[src/rtl/game_state_controller.sv]
// Game flow controller: IDLE -> READY -> PLAY -> DYING -> READY/GAME_OVER.
// Tracks lives, the round-reset strobe, the freeze gate and the high score.
//
// Ports:
//   clk            system clock, rising edge
//   rst            asynchronous active-high reset
//   tick           one-cycle frame strobe
//   start_btn      start request level (synchronous)
//   pacman_is_dead death level from game logic (used only in PLAY)
//   score_bcd      current score, 4 BCD digits
//   state          IDLE=0 READY=1 PLAY=2 DYING=3 GAME_OVER=4
//   freeze         high in every state except PLAY
//   round_rst      one-cycle sprite reset pulse
//   lives          remaining lives
//   high_score_bcd best score since reset
//   game_over      high while in GAME_OVER
module game_state_controller #(
  parameter int START_LIVES      = 3,
  parameter int READY_TICKS      = 120,
  parameter int DEATH_HOLD_TICKS = 60
) (
  input  logic        clk,
  input  logic        rst,
  input  logic        tick,
  input  logic        start_btn,
  input  logic        pacman_is_dead,
  input  logic [15:0] score_bcd,
  output logic [2:0]  state,
  output logic        freeze,
  output logic        round_rst,
  output logic [1:0]  lives,
  output logic [15:0] high_score_bcd,
  output logic        game_over
);

  typedef enum logic [2:0] {
    S_IDLE  = 3'd0,
    S_READY = 3'd1,
    S_PLAY  = 3'd2,
    S_DYING = 3'd3,
    S_OVER  = 3'd4
  } state_t;

  localparam logic [7:0] LP_READY = 8'(READY_TICKS);
  localparam logic [7:0] LP_HOLD  = 8'(DEATH_HOLD_TICKS);
  localparam logic [1:0] LP_LIVES = 2'(START_LIVES);

  state_t      r_state;
  state_t      w_state_nxt;
  logic [7:0]  r_cnt;
  logic [7:0]  w_cnt_nxt;
  logic [7:0]  w_cnt_inc;
  logic [1:0]  r_lives;
  logic [1:0]  w_lives_nxt;
  logic [15:0] r_hs;
  logic [15:0] w_hs_nxt;
  logic        r_start_prev;
  logic        w_start_ev;
  logic        r_round_rst;
  logic        w_round_rst_nxt;
  logic        r_freeze;
  logic        r_game_over;

  assign w_start_ev = start_btn & ~r_start_prev;

  // Counter saturates so a stray long run can never wrap
  assign w_cnt_inc = (r_cnt == 8'hFF) ? r_cnt : r_cnt + 8'd1;

  always_comb begin
    w_state_nxt     = r_state;
    w_cnt_nxt       = r_cnt;
    w_lives_nxt     = r_lives;
    w_hs_nxt        = r_hs;
    w_round_rst_nxt = 1'b0;
    unique case (r_state)
      S_IDLE, S_OVER: begin
        if (w_start_ev) begin
          w_lives_nxt     = LP_LIVES;
          w_cnt_nxt       = 8'd0;
          w_round_rst_nxt = 1'b1;
          w_state_nxt     = S_READY;
        end
      end
      S_READY: begin
        if (tick) begin
          w_cnt_nxt = w_cnt_inc;
          if (w_cnt_inc == LP_READY) begin
            w_cnt_nxt   = 8'd0;
            w_state_nxt = S_PLAY;
          end
        end
      end
      S_PLAY: begin
        if (score_bcd > r_hs)
          w_hs_nxt = score_bcd;
        // Death wins over a same-cycle tick
        if (pacman_is_dead) begin
          w_state_nxt = S_DYING;
          w_cnt_nxt   = 8'd0;
          w_lives_nxt = (r_lives == 2'd0) ? 2'd0
                                          : r_lives - 2'd1;
        end
      end
      S_DYING: begin
        if (tick) begin
          w_cnt_nxt = w_cnt_inc;
          if (w_cnt_inc == LP_HOLD) begin
            w_cnt_nxt = 8'd0;
            if (r_lives == 2'd0) begin
              w_state_nxt = S_OVER;
            end else begin
              w_state_nxt     = S_READY;
              w_round_rst_nxt = 1'b1;
            end
          end
        end
      end
      default: begin
        w_state_nxt = S_IDLE;
      end
    endcase
  end

  always_ff @(posedge clk or posedge rst) begin
    if (rst) begin
      r_state      <= S_IDLE;
      r_cnt        <= 8'd0;
      r_lives      <= 2'd0;
      r_hs         <= 16'd0;
      r_start_prev <= 1'b1;
      r_round_rst  <= 1'b0;
      r_freeze     <= 1'b1;
      r_game_over  <= 1'b0;
    end else begin
      r_state      <= w_state_nxt;
      r_cnt        <= w_cnt_nxt;
      r_lives      <= w_lives_nxt;
      r_hs         <= w_hs_nxt;
      r_start_prev <= start_btn;
      r_round_rst  <= w_round_rst_nxt;
      r_freeze     <= (w_state_nxt != S_PLAY);
      r_game_over  <= (w_state_nxt == S_OVER);
    end
  end

  assign state          = r_state;
  assign freeze         = r_freeze;
  assign round_rst      = r_round_rst;
  assign lives          = r_lives;
  assign high_score_bcd = r_hs;
  assign game_over      = r_game_over;

endmodule

[config.mk]
export PLATFORM = sky130hd
export DESIGN_NAME = game_state_controller
export DESIGN_NICKNAME = d
export VERILOG_FILES = /design/src/rtl/game_state_controller.sv
export SDC_FILE = /design/constraint.sdc
export NUM_CORES = 1
export LEC_CHECK = 0
export CELL_PAD_IN_SITES_DETAIL_PLACEMENT = 1
export CELL_PAD_IN_SITES_GLOBAL_PLACEMENT = 1
export CORE_MARGIN = 2
export CORE_UTILIZATION = 42
export CTS_CLUSTER_DIAMETER = 200
export DETAILED_ROUTE_END_ITERATION = 7
export PLACE_DENSITY_LB_ADDON = 0.1
export SLEW_MARGIN = 20
export SYNTH_ARGS = -nofsm -noshare
export SYNTH_HDL_FRONTEND = slang
export SYNTH_SLANG_ARGS = --single-unit
[constraint.sdc]
create_clock -name clk -period 4.25 [get_ports clk]
set_input_delay 0.425 -clock clk [delete_from_list [all_inputs] [get_ports clk]]
set_output_delay 0.425 -clock clk [all_outputs]
set_load 0.005 [all_outputs]
# Word level (Yosys, flattened, before mapping)
# Cells that the tools add are included.
# Widths: inputs -> output; s select.
[word_totals]
out_inout_bits = 24
in_bits = 21
regBits = 33
word_cells = 59
[op_classes]
n_eq_ne = 13
order_cmp = 1
reduce_logical = 8
n_bitwise = 2
add_sub_neg = 2
n_mux = 25
[ops]
columns = ["op", "count"]
rows = [
  ["$mux 8", 7],
  ["$pmux 8 s4", 1],
  ["$mux 3", 7],
  ["$gt 16x16->1", 1],
  ["$pmux 3 s4", 1],
  ["$add 8x1->8 const B", 1],
  ["$eq 8x6->1 const B", 1],
  ["$eq 8x7->1 const B", 1],
  ["$eq 8x8->1 const B", 1],
  ["$ne 2x2->1 const B", 4],
  ["$eq 3x2->1 const B", 2],
  ["$eq 3x3->1 const B", 2],
  ["$mux 2", 3],
  ["$reduce_and 5->1", 1],
  ["$mux 1", 4],
  ["$pmux 2 s2", 1],
  ["$reduce_bool 4->1", 1],
  ["$eq 3x1->1 const B", 1],
  ["$logic_not 3->1", 1],
  ["$ne 3x2->1 const B", 1],
  ["$reduce_and 3->1", 1],
  ["$logic_not 2->1", 1],
  ["$pmux 1 s2", 1],
  ["$reduce_and 2->1", 1],
  ["other kinds (5)", 5],
]

# Depth between registers and ports, before layout
# Gate-level depths: netlist of run 1.
[depth]
ltp_word = 7
mapped_depth = 9

# Worst setup path before layout of run 1
# OpenSTA, ideal clock, no wires.
[synth_timing]
path_type = "input to register"
from = "input score_bcd[9]"
to = "register r_hs[0], in the netlist high_score_bcd[0]"
arrival_time_ns = 2.241
setup_time_ns = 0.125
cell_stages = 7
t_required_ns = 4.125
slack_ns = 1.884
cell_sequence = "ha_1 > a21o_1 > a221o_1 > a221o_1 > o21ai_4 > buf_12 > mux2_4"
[synth_via]
elab_chain_cells = 2
[synth_rtl]
columns = ["item", "line_no", "rtl"]
rows = [
  ["start: declaration", "27", "input logic [15:0] score_bcd,"],
  ["$gt 16x16->1", "94", "if (score_bcd > r_hs)"],
  ["$reduce_and 2->1 (no line)", "n/a", ""],
  ["end signal: assignment", "138", "r_hs <= w_hs_nxt;"],
  ["end: declaration", "55", "logic [15:0] r_hs;"],
]
# No other way between the ends.
# A chain may end at the register's enable or synchronous reset.

# Worst setup path after layout of run 1
[layout_timing]
from = "input score_bcd[9]"
to = "register r_hs[10], in the netlist high_score_bcd[10]"
# Same word-level chain as after synthesis.

==> flow_metrics.env, run 1 <==
export IMPL_io_pins=45
export IMPL_cp_required_ns=4.41
export IMPL_min_from="high_score_bcd[6]"
export IMPL_status="complete, no violations"
export IMPL_seq_area_frac_synth_pct=39.2
export IMPL_insertion_delay_ns=0.28
export IMPL_tightest_slew_ns=0.954
export IMPL_rows=25
export IMPL_ant_nets=0
export IMPL_numPortBuffers=44
export IMPL_reg2reg_to="high_score_bcd[10]"
export IMPL_antenna_cells=0
export IMPL_synthesis_nets=248
export IMPL_maxCapViolCount=0
export IMPL_finalCritPeriodShare_pct=66.9
export IMPL_leakage_nw=1.21
export IMPL_finalCriticalPeriod_ns=2.84
export IMPL_h_tree_depth=2
export IMPL_area_delta_synth_final_pct=28.2
export IMPL_drc_errors=0
export IMPL_cts_tree="done"
export IMPL_reg2reg_depth=7
export IMPL_ir_worst_vdd_mv=0.267
export IMPL_track_usage_pct=19.9
export IMPL_yosysUniqueCellTypes=50
export IMPL_critical_path_peak_fanout=16
export IMPL_syn_cell_area_mm2=0.00211
export IMPL_cts_made_buffers=5
export IMPL_reg2reg_from="high_score_bcd[9]"
export IMPL_synth_edff_count=0
export IMPL_yosysMostFrequentCell="dfrtp_1"
export IMPL_hold_viol=0
export IMPL_p_per_area_mw_per_mm2=621
export IMPL_reg2reg_slack_ns=1.58
export IMPL_min_delay_path_class="flip-flop to flip-flop"
export IMPL_synth_cells=210
export IMPL_fmax_mhz=352
export IMPL_cts_root_buf="clkbuf_8"
export IMPL_first_global_vias=1748
export IMPL_die_y_um=74.9
export IMPL_grt_max_degree=25
export IMPL_gp_congestion=0.915
export IMPL_synth_main_ff_cell="dfrtp_1"
export IMPL_endpoint_kind="flip-flop"
export IMPL_floorplan_initialDensity_pct=44.2
export IMPL_clk_pin_slew_ns=0.06
export IMPL_die_w_um=74.9
export IMPL_clock_path_buffers=2
export IMPL_rsz0062_at_grt="no"
export IMPL_postCtsSetupBuffers=0
export IMPL_wl_per_cell_um=15.4
export IMPL_grt_pass1_wl_mm=8.42
export IMPL_grt_overflow=0
export IMPL_min_to="high_score_bcd[6]"
export IMPL_yosys_area_top_type_share_pct=36.7
export IMPL_synthTopCellsByCount="31 x dfrtp_1, 21 x inv_1, 19 x nand2_1, 17 x ha_1, 13 x a21oi_1"
export IMPL_worstSetupPathType="input port to flip-flop"
export IMPL_async_reset_ff_share_pct=100
export IMPL_first_pass_iters=4
export IMPL_via_per_inst=5.42
export IMPL_drive_gt1_share_pct=12.9
export IMPL_setup_viol=0
export IMPL_postSynthAreaPerCell_um2=10.1
export IMPL_critPathArrivalTime_ns=3.00
export IMPL_hold_ws_ns=0.537
export IMPL_nNetsFinal=293
export IMPL_routed_wl_mm=4.99
export IMPL_die_area_mm2=0.00562
export IMPL_drt_iter0_drc=94
export IMPL_cp_start_kind="input port"
export IMPL_fp_coreArea_mm2=0.00479
export IMPL_cts_resized=0
export IMPL_ys_top_cells_by_area="dfrtp_1 37%, ha_1 10%, mux2_4 7.1%, inv_1 3.7%, nand2_1 3.4%"
export IMPL_slew_violations=0
export IMPL_yosys_area_top_type="dfrtp_1"
export IMPL_synth_seq_cells=33
export IMPL_holdBufCountCts=0
export IMPL_relSlewSlack_pct=36.3
export IMPL_antenna_found_initial=0
export IMPL_clock_skew_ns=0.00932
export IMPL_cts_sinks=33
export IMPL_vias=1750
export IMPL_yosys_warnings=0
export IMPL_min_path_cells=1
export IMPL_tns_ns=0
export IMPL_dp_hpwl_mm=3.82
## per-stage QoR
stage               utilization [%]  area, um2  std cells  setup slack (ns)  total power, mW
floorplan                         -       2110        210              1.88             1.08
global placement               54.2       2590        315              1.15             1.36
detailed placement             54.2       2590        315              1.10             1.39
CTS                            56.6       2710        323              1.41             1.71
global route                   56.6       2710        323              1.31             1.82
finish                         56.6       2710        323              1.41             1.68
## critical path, stage by stage
cell,delay (ns)
clkdlybuf4s50_1,0.43
ha_1,0.32
a21o_1,0.18
a221o_1,0.31
a221o_1,0.34
o21ai_4,0.58
mux2_2,0.41
## layer usage
metal	part of all wire (%)	routed length (um)	track usage, %
met4	1.0	51	6.55
met5	0	0	0
met2	48	2410	32.8
met1	47	2340	26.3
met3	3.7	187	4.02
## cell type report
type | instances | area, um2
fillers | 542 | 2080
inverters | 21 | 78.8
well taps | 67 | 83.8
multi-input cells | 149 | 1150
clock buffers | 7 | 86.3
flip-flops and latches | 33 | 828
clock inverters | 1 | 30.0
repair buffers | 45 | 448
## flip-flops by register name (all words and copies together), names as in the netlist
signal	count
high_score_bcd	16
r_cnt	8
state	3
lives	2
freeze	1
game_over	1
r_start_prev	1
round_rst	1
## placed cells by master, fill, tap and decap left out, drive strengths merged, types with 3 or more instances in the layout
cell type      synthesis  layout
dfrtp                 31      31
inv                   21      21
nor2                   4       4
and2                   4       4
nand2b                 3       3
a21oi                 14      14
nor3                   5       5
o211ai                 5       5
ha                    17      17
a21o                   3       3
mux2                  16      16
clkbuf                 2       7
o41ai                  3       3
nand4                  7       7
o21ai                  5       5
and3                   4       4
clkdlybuf4s50          0      44
nand2                 20      20
nand3                 12      12
## report_power, final
part           internal, mW  total, mW  switching (mW)
Clock                 0.191      0.310           0.119
Combinational         0.453      0.807           0.353
Sequential            0.433      0.567           0.135
Total                  1.08       1.68           0.607
## worst max-delay path by stage
stage / startpoint / end / slack (ns) / cells past startpoint
detailed placement: score_bcd[9] / high_score_bcd[7] / 1.10 / 7
floorplan: score_bcd[9] / high_score_bcd[0] / 1.88 / 7
CTS: score_bcd[9] / high_score_bcd[10] / 1.41 / 7
global placement: score_bcd[9] / high_score_bcd[9] / 1.15 / 7
finish: score_bcd[9] / high_score_bcd[10] / 1.41 / 7
global route: score_bcd[9] / high_score_bcd[10] / 1.31 / 7
## kinds of logic (layout without fill, tap and decap cells)
family                     after synthesis  count (layout)  synth area share, %
buffers and inverters                   28              74                 6.16
DFF                                     33              33                 39.2
and+or+nand+nor                         68              68                 17.1
xor gates and xnor gates                 1               1                0.415
muxes                                   17              17                 10.8
AOI/OAI and AO/OA                       46              46                 16.3
adders and majority gates               17              17                 10.1
(Power assumes the default switching activity.)
==> inputs of run 2 (changes only) <==
- CORE_UTILIZATION: 42 -> 39
- clock period: 4.25 -> 2.73 ns (I/O delays scaled with it)
==> run 2 against run 1 <==
Net effect: first-iteration DRC count decreased by 14%; die area increased by 7.3%; clock skew decreased by 0.0054 ns; power increased by 60%; largest power group unchanged; worst setup slack got worse by 1.1 ns; global-route usage about the same; non-clock buffer count increased by 6.
==> flow_metrics.env, run 2 (synthesis gave the netlist of run 1 again) <==
export IMPL_grt_pass1_wl_mm=9.55
export IMPL_fmax_mhz=408
export IMPL_critical_path_peak_fanout=9
export IMPL_area_delta_synth_final_pct=30.7
export IMPL_relSlewSlack_pct=63.6
export IMPL_drive_gt1_share_pct=15.3
export IMPL_clk_pin_slew_ns=0.07
export IMPL_vias=1811
export IMPL_finalCritPeriodShare_pct=89.7
export IMPL_internal_power_mw=1.71
export IMPL_maxCapViolCount=0
export IMPL_hold_ws_ns=0.383
export IMPL_mostFrequentLayoutCell="clkdlybuf4s50_1"
export IMPL_finalCriticalPeriod_ns=2.45
export IMPL_first_global_vias=2026
export IMPL_mostFrequentLayoutCells="44 x clkdlybuf4s50_1, 31 x dfrtp_1, 21 x inv_1"
export IMPL_cts_tree="done"
export IMPL_clkPwrFrac_pct=18.0
export IMPL_power_frac_seq_pct=32.8
export IMPL_numPortBuffers=44
export IMPL_grt_overflow=0
export IMPL_via_per_inst=5.45
export IMPL_slew_violations=0
export IMPL_holdBufCountCts=0
export IMPL_rows=26
export IMPL_tns_ns=0
export IMPL_nNetsFinal=299
export IMPL_p_per_area_mw_per_mm2=975
export IMPL_insertion_delay_ns=0.29
export IMPL_fin_area_mm2=0.00276
export IMPL_ir_worst_vdd_mv=0.509
export IMPL_cp_start_kind="flip-flop"
export IMPL_fp_coreArea_mm2=0.00517
export IMPL_h_tree_depth=2
export IMPL_setup_viol=0
export IMPL_antenna_found_initial=0
export IMPL_comb_power_share_pct=49.2
export IMPL_cts_made_buffers=5
export IMPL_routed_wl_mm=5.57
export IMPL_dp_hpwl_mm=4.24
export IMPL_dp_cells=324
export IMPL_critPathArrivalTime_ns=2.65
export IMPL_p_sw_mw=0.980
export IMPL_largest_register_ffs=16
export IMPL_cts_root_buf="clkbuf_8"
export IMPL_clock_skew_ns=0.00395
export IMPL_drt_iter0_drc=81
export IMPL_multi_input_area_mm2=0.00116
export IMPL_die_w_um=77.6
export IMPL_fillCellCount=580
export IMPL_cp_required_ns=2.93
export IMPL_io_pins=45
export IMPL_hold_viol=0
export IMPL_switching_share_pct=36.4
export IMPL_grt_max_degree=34
export IMPL_ant_nets=0
export IMPL_worstSetupPathType="flip-flop to flip-flop"
export IMPL_antenna_cells=0
export IMPL_track_usage_pct=20.0
export IMPL_status="complete, no violations"
export IMPL_layout_cells_non_filler=332
export IMPL_cts_sinks=33
export IMPL_first_pass_iters=4
export IMPL_min_delay_path_class="input port to asynchronous set/reset pin"
export IMPL_place_area_mm2=0.00264
export IMPL_seq_area_um2=828
export IMPL_gp_congestion=0.809
export IMPL_wl_per_cell_um=16.8
export IMPL_die_y_um=77.6
export IMPL_tightest_slew_ns=0.541
export IMPL_leakage_nw=1.24
export IMPL_floorplan_initialDensity_pct=40.9
export IMPL_drc_errors=0
export IMPL_clock_path_buffers=2
export IMPL_die_area_mm2=0.00602
export IMPL_rsz0062_at_grt="no"
export IMPL_endpoint_kind="flip-flop"
[run 2: changes by cell type in the layout (fill, tap and decap cells not counted)]
cell / previous run / this run
a21oi_2: 1 / 2
a21oi_1: 13 / 12
buf_4: 1 / 7
[run 2: worst paths after layout]
| kind | slack (ns) | start | depth (start not counted) | endpoint |
|---|---|---|---|---|
| setup / recovery | 0.28 | r_cnt[0] | 7 | freeze |
| hold / removal | 0.38 | rst | 3 | r_cnt[0] |
| setup reg to reg | 0.28 | r_cnt[0] | 7 | freeze |
| hold reg to reg | 0.54 | high_score_bcd[8] | 1 | high_score_bcd[8] |
| max in group asynchronous | 2.00 | rst | 3 | freeze |
| min in group clk | 0.44 | start_btn | 1 | r_start_prev |
[run 2: cell type report]
class | instances | area share [%]
sequential | 33 | 30.0
clock inverter | 1 | 1.09
multi-input combinational | 149 | 41.9
timing repair buffer | 51 | 17.8
tap | 70 | 3.17
clock buffer | 7 | 3.12
inverter | 21 | 2.85
[run 2: power by group through the flow]
stage / logic, mW / registers, mW / clock network (mW)
3_5_place_dp: 1.33 / 0.892 / 0
3_3_place_gp: 1.28 / 0.890 / 0
5_1_grt: 1.47 / 0.917 / 0.518
2_1_floorplan: 0.851 / 0.823 / 0
6_report: 1.32 / 0.884 / 0.485
4_1_cts: 1.34 / 0.888 / 0.495
[run 2: worst max-delay path, cell delays in order (launching register included)]
cell,delay (ns)
dfrtp_1,0.48
ha_1,0.36
and2_1,0.33
nand3_1,0.14
a221oi_2,0.47
nand2_2,0.20
o21bai_1,0.24
nand4_1,0.14
[run 2: repair_timing]
action	4_1_cts	5_1_grt
endpoints found under the setup margin	0	1
resized for setup	0	1
setup buffers	0	0
hold endpoints to repair	0	0
[run 2: per-layer routing]
layer / track usage, % / vias up / wire length [um]
li1: - / 873 / -
met1: 23.0 / 897 / 2340
met2: 36.0 / 31 / 2940
met3: 4.77 / 10 / 199
met4: 6.61 / 0 / 87
met5: 0 / - / 0
[run 2: metrics by stage]
stage                     setup slack, ns  util (%)  power (mW)
after CTS                           0.228      53.3        2.72
after global routing               0.0614      53.4        2.91
final                               0.281      53.4        2.69
after detailed placement           0.0517      51.1        2.22
after global placement             0.0928      51.1        2.17
after floorplan                     0.404         -        1.67
==> inputs of run 3 (changes only) <==
- CORE_MARGIN: 2 -> unset
- CORE_UTILIZATION: 39 -> 40
- CTS_BUF_LIST: unset -> sky130_fd_sc_hd__clkbuf_4 sky130_fd_sc_hd__clkbuf_8
==> run 3 against run 2 <==
Net effect: power fell by 2.7%; largest power group unchanged; sequential cell count did not move; global-route usage is 1.5 points higher; die area fell by 7.4%; count of clock-buffer cells in the layout grew 1; non-clock buffer count fell by 1; sequential power down 0.6%; combinational power about the same.
==> flow_metrics.env, run 3 (synthesis gave the netlist of run 1 again) <==
export IMPL_dp_hpwl_mm=4.03
export IMPL_nNetsFinal=298
export IMPL_setup_viol=0
export IMPL_mostFrequentLayoutCells="44 x clkdlybuf4s50_1, 31 x dfrtp_1, 21 x inv_1"
export IMPL_cts_resized=0
export IMPL_via_per_inst=5.34
export IMPL_drt_iter0_drc=68
export IMPL_maxUsedRoutingLayer="met4"
export IMPL_worst_slack_ns=0.221
export IMPL_floorplan_initialDensity_pct=41.4
export IMPL_slew_violations=0
export IMPL_area_delta_synth_final_pct=29.9
export IMPL_track_usage_pct=21.5
export IMPL_p_per_area_mw_per_mm2=955
export IMPL_insertion_delay_ns=0.29
export IMPL_holdBufCountCts=0
export IMPL_critical_path_peak_fanout=9
export IMPL_mostFrequentLayoutCell="clkdlybuf4s50_1"
export IMPL_drc_errors=0
export IMPL_fmax_mhz=399
export IMPL_clock_skew_ns=0.00866
export IMPL_leakage_nw=1.23
export IMPL_maxCapViolCount=0
export IMPL_cts_root_buf="clkbuf_8"
export IMPL_fp_coreArea_mm2=0.00511
export IMPL_die_w_um=74.7
export IMPL_finalCriticalPeriod_ns=2.51
export IMPL_clk_pin_slew_ns=0.07
export IMPL_tns_ns=0
export IMPL_first_pass_iters=4
export IMPL_cts_sinks=33
export IMPL_numPortBuffers=44
export IMPL_fillCellCount=597
export IMPL_wl_met2_mm=2.54
export IMPL_wl_met1_mm=2.61
export IMPL_antenna_cells=0
export IMPL_grt_pass1_wl_mm=8.91
export IMPL_io_pins=45
export IMPL_antenna_found_initial=0
export IMPL_dp_slack_ns=0.0536
export IMPL_tightest_slew_ns=0.600
export IMPL_critPathArrivalTime_ns=2.67
export IMPL_cp_required_ns=2.89
export IMPL_grt_overflow=0
export IMPL_min_delay_path_class="input port to asynchronous set/reset pin"
export IMPL_ant_nets=0
export IMPL_hold_viol=0
export IMPL_cts_tree="done"
export IMPL_postCtsSetupBuffers=0
export IMPL_largest_register_ffs=16
export IMPL_wl_per_cell_um=16.2
export IMPL_routed_wl_mm=5.37
export IMPL_ir_worst_vdd_mv=0.415
export IMPL_rows=26
export IMPL_cp_start_kind="flip-flop"
export IMPL_drive_gt1_share_pct=14.9
export IMPL_cts_made_buffers=5
export IMPL_vias=1769
export IMPL_first_global_vias=1783
export IMPL_h_tree_depth=2
export IMPL_finalCritPeriodShare_pct=91.9
export IMPL_endpoint_kind="flip-flop"
export IMPL_rsz0062_at_grt="no"
export IMPL_die_y_um=74.7
export IMPL_wl_met3_um=138
export IMPL_status="complete, no violations"
export IMPL_relSlewSlack_pct=59.7
export IMPL_grt_max_degree=34
export IMPL_worstSetupPathType="flip-flop to flip-flop"
export IMPL_gp_congestion=0.759
export IMPL_die_area_mm2=0.00558
export IMPL_clock_path_buffers=2
[run 3: cell count changes in the layout (fill, tap and decap cells not counted), sizes merged]
cell    change
buf         -1
bufinv      -1
clkbuf      +1
[run 3: metal layers]
layer / GRT usage (%) / up-vias
met4: 8.81 / 0
met2: 33.8 / 29
met3: 2.81 / 5
met5: 0 / -
met1: 29.8 / 866
li1: - / 869
[run 3: per-stage QoR]
stage	instances	utilization, %	cell area [um2]	total power, mW	hold WS [ns]
global placement	323	51.8	2650	2.17	0.518
floorplan	210	-	2110	1.67	0.277
CTS	331	53.7	2750	2.66	0.411
detailed placement	323	51.8	2650	2.23	0.525
global route	331	53.7	2750	2.85	0.442
finish	331	53.7	2750	2.62	0.397
[run 3: cell type report]
type                    instances  area, um2  share of cell area (%)
clock buffers                   8       97.6                    3.56
inverters                      21       78.8                    2.87
multi-input cells             149       1150                    42.1
flip-flops and latches         33        828                    30.2
well taps                      70       87.6                    3.19
repair buffers                 50        498                    18.1
[run 3: worst paths after layout]
kind | cells after the start | end | slack (ns) | from
setup / recovery | 7 | r_cnt[4] | 0.22 | r_cnt[0]
hold / removal | 3 | high_score_bcd[7] | 0.40 | rst
setup reg to reg | 7 | r_cnt[4] | 0.22 | r_cnt[0]
hold reg to reg | 1 | high_score_bcd[8] | 0.54 | high_score_bcd[8]
max in group asynchronous | 3 | r_start_prev | 1.97 | rst
min in group clk | 1 | r_start_prev | 0.44 | start_btn
[run 3: where the power goes]
group / leakage [nW] / switching, mW / internal (mW) / total (mW)
sequential: 0.409 / 0.205 / 0.674 / 0.879
combinational: 0.772 / 0.580 / 0.747 / 1.33
clock: 0.0523 / 0.188 / 0.226 / 0.414
[run 3: worst max-delay path: stages, from the launching register on]
cell and delay, ns:
dfrtp_1 0.47, ha_1 0.35, and2_1 0.32, nand4_1 0.16
a221oi_2 0.47, o211ai_1 0.16, a21oi_1 0.34, nor3_1 0.11
